**config.mk**
```make
export PLATFORM = sky130hd
export DESIGN_NAME = fs_score_sched
export DESIGN_NICKNAME = d
export VERILOG_FILES = /design/src/rtl/fs_score_sched.sv
export SDC_FILE = /design/constraint.sdc
export NUM_CORES = 1
export LEC_CHECK = 0
export CAP_MARGIN = 20
export CORE_ASPECT_RATIO = 0.7
export CORE_MARGIN = 3
export CORE_UTILIZATION = 47
export DETAILED_ROUTE_END_ITERATION = 7
export MAX_ROUTING_LAYER = met4
export PLACE_DENSITY_LB_ADDON = 0.12
export SLEW_MARGIN = 15
export SYNTH_ARGS = -nofsm -noshare
export SYNTH_HDL_FRONTEND = slang
export SYNTH_SLANG_ARGS = --single-unit
```
**constraint.sdc**
```tcl
create_clock -name clock -period 4.4 [get_ports clock]
set_input_delay 0.44 -clock clock [delete_from_list [all_inputs] [get_ports clock]]
set_output_delay 0.44 -clock clock [all_outputs]
set_load 0.05 [all_outputs]
```
**src/rtl/fs_score_sched.sv**
```systemverilog
// FAST9 score memory sequencer: per-frame zero fill, then
// round-robin sharing of the single SRAM port between writer and reader.
module fs_score_sched #(
  parameter int ADDR_W = 15,
  parameter int DATA_W = 8,
  parameter int DEPTH  = 32768
) (
  input  logic              clock,
  input  logic              nReset,
  input  logic              frameStart,
  input  logic              wrValid,
  input  logic [ADDR_W-1:0] wrAddr,
  input  logic [DATA_W-1:0] wrData,
  output logic              wrReady,
  input  logic              rdValid,
  input  logic [ADDR_W-1:0] rdAddr,
  output logic              rdReady,
  output logic              rdDataValid,
  output logic [DATA_W-1:0] rdData,
  output logic [ADDR_W-1:0] memAddr,
  output logic [DATA_W-1:0] memData,
  output logic              memWren,
  input  logic [DATA_W-1:0] memQ,
  output logic              clearing,
  output logic              clearDone,
  output logic [15:0]       cornerCount
);

  typedef enum logic [1:0] {
    IDLE,
    CLEAR,
    RUN
  } state_t;

  localparam logic [ADDR_W-1:0] LAST = ADDR_W'(DEPTH - 1);

  state_t            state;
  logic [ADDR_W-1:0] clearPtr;
  logic [ADDR_W-1:0] lastAddr;
  logic              lastWinWr;
  logic              run;
  logic              conflict;
  logic              wrGrant;
  logic              rdGrant;

  always_comb begin
    run      = (state == RUN) && !frameStart;
    conflict = wrValid && rdValid;
    wrGrant  = run && wrValid && (!rdValid || !lastWinWr);
    rdGrant  = run && rdValid && (!wrValid || lastWinWr);
    clearing  = (state == CLEAR);
    clearDone = clearing && (clearPtr == LAST);
    wrReady  = wrGrant;
    rdReady  = rdGrant;
    rdData   = memQ;
    memAddr  = lastAddr;
    memData  = '0;
    memWren  = 1'b0;
    unique case (1'b1)
      clearing: begin
        memAddr = clearPtr;
        memWren = 1'b1;
      end
      wrGrant: begin
        memAddr = wrAddr;
        memData = wrData;
        memWren = 1'b1;
      end
      rdGrant: begin
        memAddr = rdAddr;
      end
      default: ;
    endcase
  end

  always_ff @(posedge clock or negedge nReset) begin
    if (!nReset) begin
      state       <= IDLE;
      clearPtr    <= '0;
      lastAddr    <= '0;
      lastWinWr   <= 1'b0;
      cornerCount <= '0;
      rdDataValid <= 1'b0;
    end else begin
      rdDataValid <= rdGrant;
      lastAddr    <= memAddr;
      if (frameStart) begin
        state       <= CLEAR;
        clearPtr    <= '0;
        cornerCount <= '0;
      end else begin
        unique case (state)
          IDLE: ;
          CLEAR: begin
            if (clearDone) state <= RUN;
            else clearPtr <= clearPtr + 1'b1;
          end
          RUN: begin
            // only a two-way conflict moves the round-robin pointer
            if (conflict) lastWinWr <= wrGrant;
            if (wrGrant && (wrData != '0) &&
                (cornerCount != 16'hFFFF))
              cornerCount <= cornerCount + 16'd1;
          end
          default: state <= IDLE;
        endcase
      end
    end
  end

endmodule

```
======== Word-level counts from Yosys, hierarchy flattened ========
Index checks and enable logic that the tools add are counted.
storage, ports and cells
  register bits after elaboration ......... 50
  word-level logic and storage cells ...... 54
  output and inout port bits .............. 53
  bits of input ports ..................... 51
cells by class
  bitwise gates (word level) .............. 1
  equal/unequal tests ..................... 7
  $add $sub $neg .......................... 2
  reductions and logical operators ........ 26
  muxes and demuxes ....................... 12
operators by type and width
  cell                                                                   count
  16-bit 2-to-1 mux                                                      3
  15-bit 2-to-1 mux                                                      3
  15-bit case mux with 3 select lines                                    1
  16-bit by 1-bit adder with 16-bit output, second input constant        1
  16-bit != test, second input constant                                  1
  15-bit by 1-bit adder with 15-bit output, second input constant        1
  15-bit equality test, second input constant                            1
  1-bit logical AND                                                      9
  8-bit 2-to-1 mux                                                       1
  8-bit nonzero test                                                     1
  2-bit AND reduction                                                    3
  2-bit nonzero test                                                     3
  1-bit logical NOT                                                      4
  2-bit 2-to-1 mux                                                       2
  2-bit case mux with 2 select lines                                     1
  2-bit OR reduction                                                     2
  3-bit by 2-bit != test with 1-bit output, second input constant        1
  3-bit AND reduction                                                    1
  2-bit by 1-bit equality test with 1-bit output, second input constant  1
  2-bit equality test, second input constant                             1
  2-bit logical NOT                                                      1
  1-bit logical OR                                                       2
  2-bit by 1-bit != test with 1-bit output, second input constant        1
  2-bit != test, second input constant                                   1
  2 further kinds                                                        2

======== Logic depth before layout (Yosys ltp) ========
  depth after elaboration ................. 9
  mapped depth ............................ 7

======== Least setup slack after synthesis ========
OpenSTA, ideal clock, no wires.
  kind .................................... input to output
  start ................................... input port frameStart
  end ..................................... output port memAddr[6]
  arrival ................................. 2.297 ns
  buffers on the path ..................... 2
  stages on the path ...................... 5
  setup slack ............................. 1.663 ns
  path through ............................ buf_2 -> nor3_2 -> clkbuf_1 -> a22oi_1 -> nand3_1
between the ends
  word-level cells in the longest chain between the ends .. 5
  elaborated cells between the ends (all ways) .. 7
  classes of those cells .................. 1 x mux; 6 x reduce/logical
RTL lines
  what                                 line  text
  start: declaration                   10    input logic frameStart,
  1-bit logical NOT                    47    run = (state == RUN) && !frameStart;
  1-bit logical AND                    47
  1-bit logical AND (2 in a row)       50    rdGrant = run && rdValid && (!wrValid || lastWinWr);
  via rdReady                          17    output logic rdReady,
  15-bit case mux with 3 select lines  59    unique case (1'b1)
  end: declaration                     20    output logic [ADDR_W-1:0] memAddr,
The timed path passes the listed nets, and every way through them passes these cells.

======== Worst setup path after layout ========
  start ................................... input port wrValid
  end ..................................... output port memAddr[12]
between the ends
  word-level cells in the longest chain between the ends .. 4
  elaborated cells between the ends (all ways) .. 6
  classes of those cells .................. 1 x mux; 5 x reduce/logical
RTL lines
  what                                     line  text
  start: declaration                       11    input logic wrValid,
  1-bit logical NOT                        50
  1-bit logical OR                         50
  1-bit logical AND                        50
  15-bit case mux with 3 select lines (*)  59
Every way passes the cells marked *; elsewhere a longest branch is shown, timed or not.

==> results.md <==
- Ys async rst share: 1.00
- Htree depth: 2
- Total GRT Usage: 0.237
- Final Hold Vio Count: 0
- Syn nets: 334
- Clk Latency, worst-skew pair: 0.30 ns
- Number of max-cap violations: 0
- Fin Hold WS: 0.237 ns
- Mapped Cells: 281
- Global-route wire length before repair: 12,200 um
- Cell Area, Synth: 0.00270 sq mm
- Net Sw Frac: 0.217
- HP Class: input port to asynchronous set/reset pin
- Fill cells: 438
- PD cells: 241 mW/mm^2
- Clk sinks: 50
- DRC viols: 0
- I/O Buffers: 87
- F_max: 322 MHz
- Crit. Startpoint: wrValid
- Largest area contributor in the netlist: dfrtp_1
- Yosys reg bits: 50
- Proportion of layout cells with a drive suffix above 1: 0.114
- Ys Warns: 0
- Largest net degree at the start of global routing: 51
- Initial antenna violation count: 0
- Clock power frac: 0.373
- Via count: 2,570
- Root buffer cell: clkbuf_8
- EDFF count, synth: 0
- Critical Path Sink Type: primary output
- Startpoint types: input port
- CTS max path bufs: 2
- Area contributors post-synth: dfrtp_1 (46%), nand2_1 (5.0%), a222oi_1 (3.3%)
- Top-Level Pins: 104
- Post-synthesis sequential area ratio: 0.463
- Ys flop type: dfrtp_1
- Die width: 96.6 um
- # nets final: 413
- Core area: 0.00540 sq mm
- Pwr Total: 0.881 mW
- Final setup fails: 0
- VDD IR max: 0.174 mV
- FP Rows: 22
- Synth Area per Inst: 9.61 sq um
- Sequential Power Share: 0.533
- Worst reg2reg path depth: 6
- Status: complete, no violations
- Worst setup path endpoint: memAddr[12]
- DP Area: 0.00354 sq mm
- CTS tree: done
- Setup_tns: 0 ns
- Initial DRT Pass Iterations: 5
- Leak: 1.61 nW
- Reg2reg start: state[0]$_DFFE_PN0P_
- Reg2reg end: cornerCount[13]$_DFFE_PN0P_
- Antenna diode instance count: 0
- Remaining Overflow, GRT: 0
- Worst endpoint data arrival time: 2.66 ns
- Die area: 0.00670 sq mm
- Layout Utilization: 0.677
- Post-CTS Hold Buffers: 0
- Psw: 0.191 mW
- Actual slew at the worst max-slew pin: 0.798 ns
- Initial DRC count: 204
- Worst Clk Skew: 0.00662 ns
- Worst rel slew slack: 0.468
- Wire per inst: 17.3 um
- Combinational power share: 0.094
- Setup CP Type: input port to primary output
- Area Overhead vs Synth: 35.4%
- Number of global-route vias before repair: 2,314
- Avg Vias per Cell: 5.95
- Pins Over Slew Limit: 0
- Final min period: 3.10 ns
- Critical path peak fanout: 14
- TritonCTS buffer count: 5
- RSZ-0062 raised after global routing: no
- Final instance area: 0.00365 sq mm
- R2R setup slack: 2.07 ns
- Resized Gates After CTS: 0
- Crit path required time: 3.96 ns
- Post-CTS Setup Repair Bufs: 0
- Placer congestion estimate: 0.898
- Post-DP HPWL: 5600 um
- Routed WL: 7460 um
- Period Utilization, post-route: 0.705
- Top-area cell type share of the netlist area: 0.463
- DIE HEIGHT: 69.4 um
- Yosys cell types: 48
- Internal power: 0.690 mW
- Clock Pin Slew Worst Setup and Hold Paths: 0.09 ns
- Starting Density: 0.500
- Final ANT Viol Nets: 0
through the flow:
step                      worst slack, ns  std cells
after global routing                 1.16        432
after global placement               1.33        425
final                                1.30        432
after CTS                            1.29        432
after floorplan                      1.66        281
after detailed placement             1.30        425
kinds of logic (layout without fill, tap and decap cells):
| family | count (synthesis) | count (layout) | share of synthesized area |
|---|---|---|---|
| AOI/OAI and AO/OA | 60 | 60 | 0.169 |
| xor gates and xnor gates | 13 | 13 | 0.0422 |
| adders and majority gates | 2 | 2 | 0.00927 |
| buffers and inverters | 25 | 104 | 0.0482 |
| DFF | 50 | 50 | 0.463 |
| muxes | 8 | 8 | 0.0324 |
| and+or+nand+nor | 123 | 123 | 0.235 |
layout make-up:
type | instances | area (sq um) | share of cell area
multi-input cells | 206 | 1320 | 0.361
repair buffers | 92 | 863 | 0.236
inverters | 5 | 18.8 | 0.00514
clock inverters | 1 | 30.0 | 0.00822
well taps | 72 | 90.1 | 0.0246
clock buffers | 6 | 82.6 | 0.0226
flip-flops and latches | 50 | 1250 | 0.342
power groups by stage:
stage | logic (mW) | registers, mW | clock network, mW
finish | 0.0829 | 0.469 | 0.329
global route | 0.0892 | 0.470 | 0.354
CTS | 0.0835 | 0.469 | 0.335
detailed placement | 0.0830 | 0.478 | 0
global placement | 0.0820 | 0.478 | 0
floorplan | 0.0451 | 0.477 | 0
how the worst min path moves through the flow:
stage | slack (ns) | startpoint | to
floorplan | 0.14 | nReset | clearPtr[0]$_DFFE_PN0P_
detailed placement | 0.46 | lastAddr[11]$_DFF_PN0_ | lastAddr[11]$_DFF_PN0_
CTS | 0.27 | nReset | lastAddr[13]$_DFF_PN0_
global placement | 0.46 | lastAddr[9]$_DFF_PN0_ | lastAddr[9]$_DFF_PN0_
finish | 0.24 | nReset | lastAddr[13]$_DFF_PN0_
global route | 0.29 | nReset | rdDataValid$_DFF_PN0_
cells in the mapped netlist (2+ instances only):
library cell  count
a21oi_1          16
a222oi_1          9
a22oi_1           6
a31oi_1           4
a41oi_1           3
and2_1           10
and3_1            3
and4_1            4
buf_2             5
buf_4             8
clkbuf_1          7
dfrtp_1          50
ha_1              2
inv_1             4
mux2_2            6
mux2i_1           2
nand2_1          36
nand2b_1          3
nand3_1          18
nand4_1           8
nor2_1           18
nor3_1            8
nor3_2            2
nor4_1            2
o211ai_1          2
o21ai_0           5
o31ai_1           4
or3_1             2
or4_1             4
xnor2_1           7
xor2_1            6
state kept, by name, indices dropped and copies added (netlist names):
| register | count |
|---|---|
| cornerCount | 16 |
| clearPtr | 15 |
| lastAddr | 15 |
| state | 2 |
| lastWinWr | 1 |
| rdDataValid | 1 |
per-layer routing:
metal	up-vias	track usage	wire (um)
li1	1205	-	-
met1	1221	0.380	3670
met2	130	0.300	2980
met3	14	0.0531	742
met4	0	0.0591	63
met5	-	-	0
critical path, cell delays in order:
cell and delay [ns]:
clkdlybuf4s50_1 0.52, nand2b_4 0.08, a211oi_4 0.38, buf_4 0.29, nand2b_1 0.30, a21oi_1 0.13
mux2_2 0.31, buf_4 0.20
cells in the final DEF (no fill, tap or decap), types with 5 or more instances in the layout:
cell,count
a222oi_1,9
nand2_1,36
nor2_1,18
xor2_1,6
and2_1,10
mux2_2,6
a21oi_1,16
clkdlybuf4s50_1,70
nand4_1,8
dfrtp_1,50
buf_4,21
o21ai_0,5
clkbuf_8,6
nand3_1,18
nor3_1,8
xnor2_1,7
a22oi_1,6
No activity file was read; power rests on OpenSTA's default activity.
==> RTL edit: new RTL, same settings <==
Take the reset off `lastAddr` and load it in a clocked block of its own.
--- a/src/rtl/fs_score_sched.sv
+++ b/src/rtl/fs_score_sched.sv
@@ -79,3 +79,2 @@
       clearPtr    <= '0;
-      lastAddr    <= '0;
       lastWinWr   <= 1'b0;
@@ -85,3 +84,2 @@
       rdDataValid <= rdGrant;
-      lastAddr    <= memAddr;
       if (frameStart) begin
@@ -110,2 +108,6 @@
 
+  always_ff @(posedge clock) begin
+    lastAddr <= memAddr;
+  end
+
 endmodule
Check against the original RTL: differs if nReset is asserted again (counterexample within 4 cycles, from zero or initial values and one cycle with nReset low); with nReset held inactive, the same outputs for 10 cycles.
==> RTL edit against the unedited design <==
  * Setup slack gained 0.014 ns
  * Power shrank 8.0%
  * Sequential cell count is the same
  * Die area shrank 2.6%
  * Via count shrank 4.7%
  * Critical path depth shrank 3
  * Final area shrank 2.7%
  * Area after synthesis shrank 2.8%
  * Wire length shrank 9.5%
  * Core utilization shrank 0.83 points
  * Largest cell class unchanged
==> RTL edit: results (changes against the unedited design) <==
{
  "routing": {
    "drtIter0Drc": {"value": 270, "change": "+32%"},
    "via_count": {"value": 2449, "change": "-4.7%"},
    "drt_pre_antenna_iters": {"value": 7, "change": "+2"},
    "drt-wirelength-per-cell": {"value": 15.62, "unit": "um", "change": "-9.5%"}
  },
  "worst_setup_path": {
    "arrival": {"value": 2.65, "unit": "ns", "change": "about the same"},
    "startpoint": "clearPtr[2]",
    "ff2ff_setup_slack": {"value": 2.19, "unit": "ns", "change": "+0.12 ns"},
    "rr_startpoint": "cornerCount[0]",
    "largest_driver_fanout_on_the_critical_path": {"value": 6, "change": "-8"},
    "slowest_stage": "clkdlybuf4s50_1",
    "slowest_delay": {"value": 0.82, "unit": "ns", "change": "+0.30 ns"}
  },
  "cells_and_area": {
    "antenna-diode-count": {"value": 0, "change": "unchanged"},
    "n_fill_cell": {"value": 443, "change": "+1.1%"},
    "reg.largest.list": "cornerCount x16, clearPtr x15, lastAddr x15"
  },
  "grt": {
    "pin_count_of_the_biggest_net_entering_global_routing": {"value": 38, "change": "-25%"},
    "global_route_wire_length_before_repair": {"value": 10.74, "unit": "mm", "change": "-12%"},
    "grt_pass1_vias": {"value": 2247, "change": "-2.9%"},
    "groute.usage.overall": {"value": 0.2175, "change": "-0.01985"}
  },
  "timing": {
    "fin_skew": {"value": 0.009252, "unit": "ns", "change": "+0.002627 ns"},
    "fin_crit": {"value": 3.088, "unit": "ns", "change": "-0.01429 ns"}
  },
  "logic_synthesis": {
    "synth_top_cells_by_area": "dfrtp_1, dfxtp_1, nand2_1",
    "yosys-top-cells-count": "nand2_1, dfrtp_1, nand3_1, nor2_1, a21oi_1",
    "synth_nets": {"value": 334, "change": "unchanged"},
    "synth_async_sr_flop_share": {"value": 0.7000, "change": "-0.3000"},
    "netlist-cell-type-count": {"value": 49, "change": "+2.1%"},
    "ys.warnings.count": {"value": 0, "change": "unchanged"},
    "proportion_of_synthesized_chip_area_in_sequential_cells": {"value": 0.4480, "change": "-0.01535"}
  },
  "place": {
    "place.gp.congestion": {"value": 0.8542, "change": "-4.9%"},
    "pre_cts_slack": {"value": 1.426, "unit": "ns", "change": "+0.1306 ns"},
    "dp.final_hpwl": {"value": 4.989, "unit": "mm", "change": "-11%"},
    "place_area": {"value": 3465, "unit": "um^2", "change": "-2.2%"}
  },
  "power": {
    "leakage": {"value": 1.507, "unit": "nW", "change": "-6.5%"},
    "switching_share": {"value": 0.2379, "change": "+0.02085"},
    "vdd_drop_max": {"value": 0.0001584, "unit": "V", "change": "-8.8%"}
  },
  "outcome": {
    "status": "completed"
  },
  "min_path": {
    "hp_class": "reg2reg"
  }
}
RTL edit: stage by stage:
| step | std cells | hold WS (ns) |
|---|---|---|
| final | 432 | 0.4535 |
| after detailed placement | 424 | 0.4403 |
| after floorplan | 281 | 0.1444 |
| after global routing | 432 | 0.4783 |
| after global placement | 424 | 0.4340 |
| after CTS | 432 | 0.4599 |
RTL edit: final timing paths:
kind	to	depth (start not counted)
max	clearDone	5
min	lastAddr[8]	2
max reg2reg	cornerCount[15]	6
min reg2reg	lastAddr[8]	2
max in group asynchronous	cornerCount[13]	2
min in group asynchronous	cornerCount[6]	2
RTL edit: layer usage:
layer | GRT usage | up-vias | routed length (um)
li1 | - | 1195 | -
met1 | 0.3137 | 1156 | 3244
met2 | 0.3025 | 93 | 2811
met3 | 0.05423 | 5 | 635
met4 | 0.06115 | 0 | 55
met5 | - | - | 0
RTL edit: power groups by stage:
stage	sequential, mW	combinational, mW	clock, mW
finish	0.467	0.0785	0.266
global route	0.468	0.0853	0.297
CTS	0.467	0.0793	0.275
detailed placement	0.476	0.0790	0
global placement	0.476	0.0780	0
floorplan	0.475	0.0450	0
RTL edit: kinds of logic after synthesis:
kind of cell,share of synthesized area
compound gates,0.1740
xor+xnor,0.04337
fa+ha+maj,0.009531
buf+inv,0.04957
flops,0.4480
mux,0.03336
simple gates,0.2421
RTL edit: cell type report:
cell class,count,area (um^2),area share
inverter,5,18.77,0.005280
tap,72,90.09,0.02534
timing repair buffer,91,860.8,0.2422
multi-input combinational,206,1319,0.3710
clock buffer,5,68.82,0.01936
clock inverter,3,21.27,0.005984
sequential,50,1176,0.3309
RTL edit: worst max-delay path, delay by kind of cell (launching register included):
kind,cells,cell delay [ns]
DFF,1,0.47
and+or+nand+nor,3,0.97
buffers and inverters,2,0.90
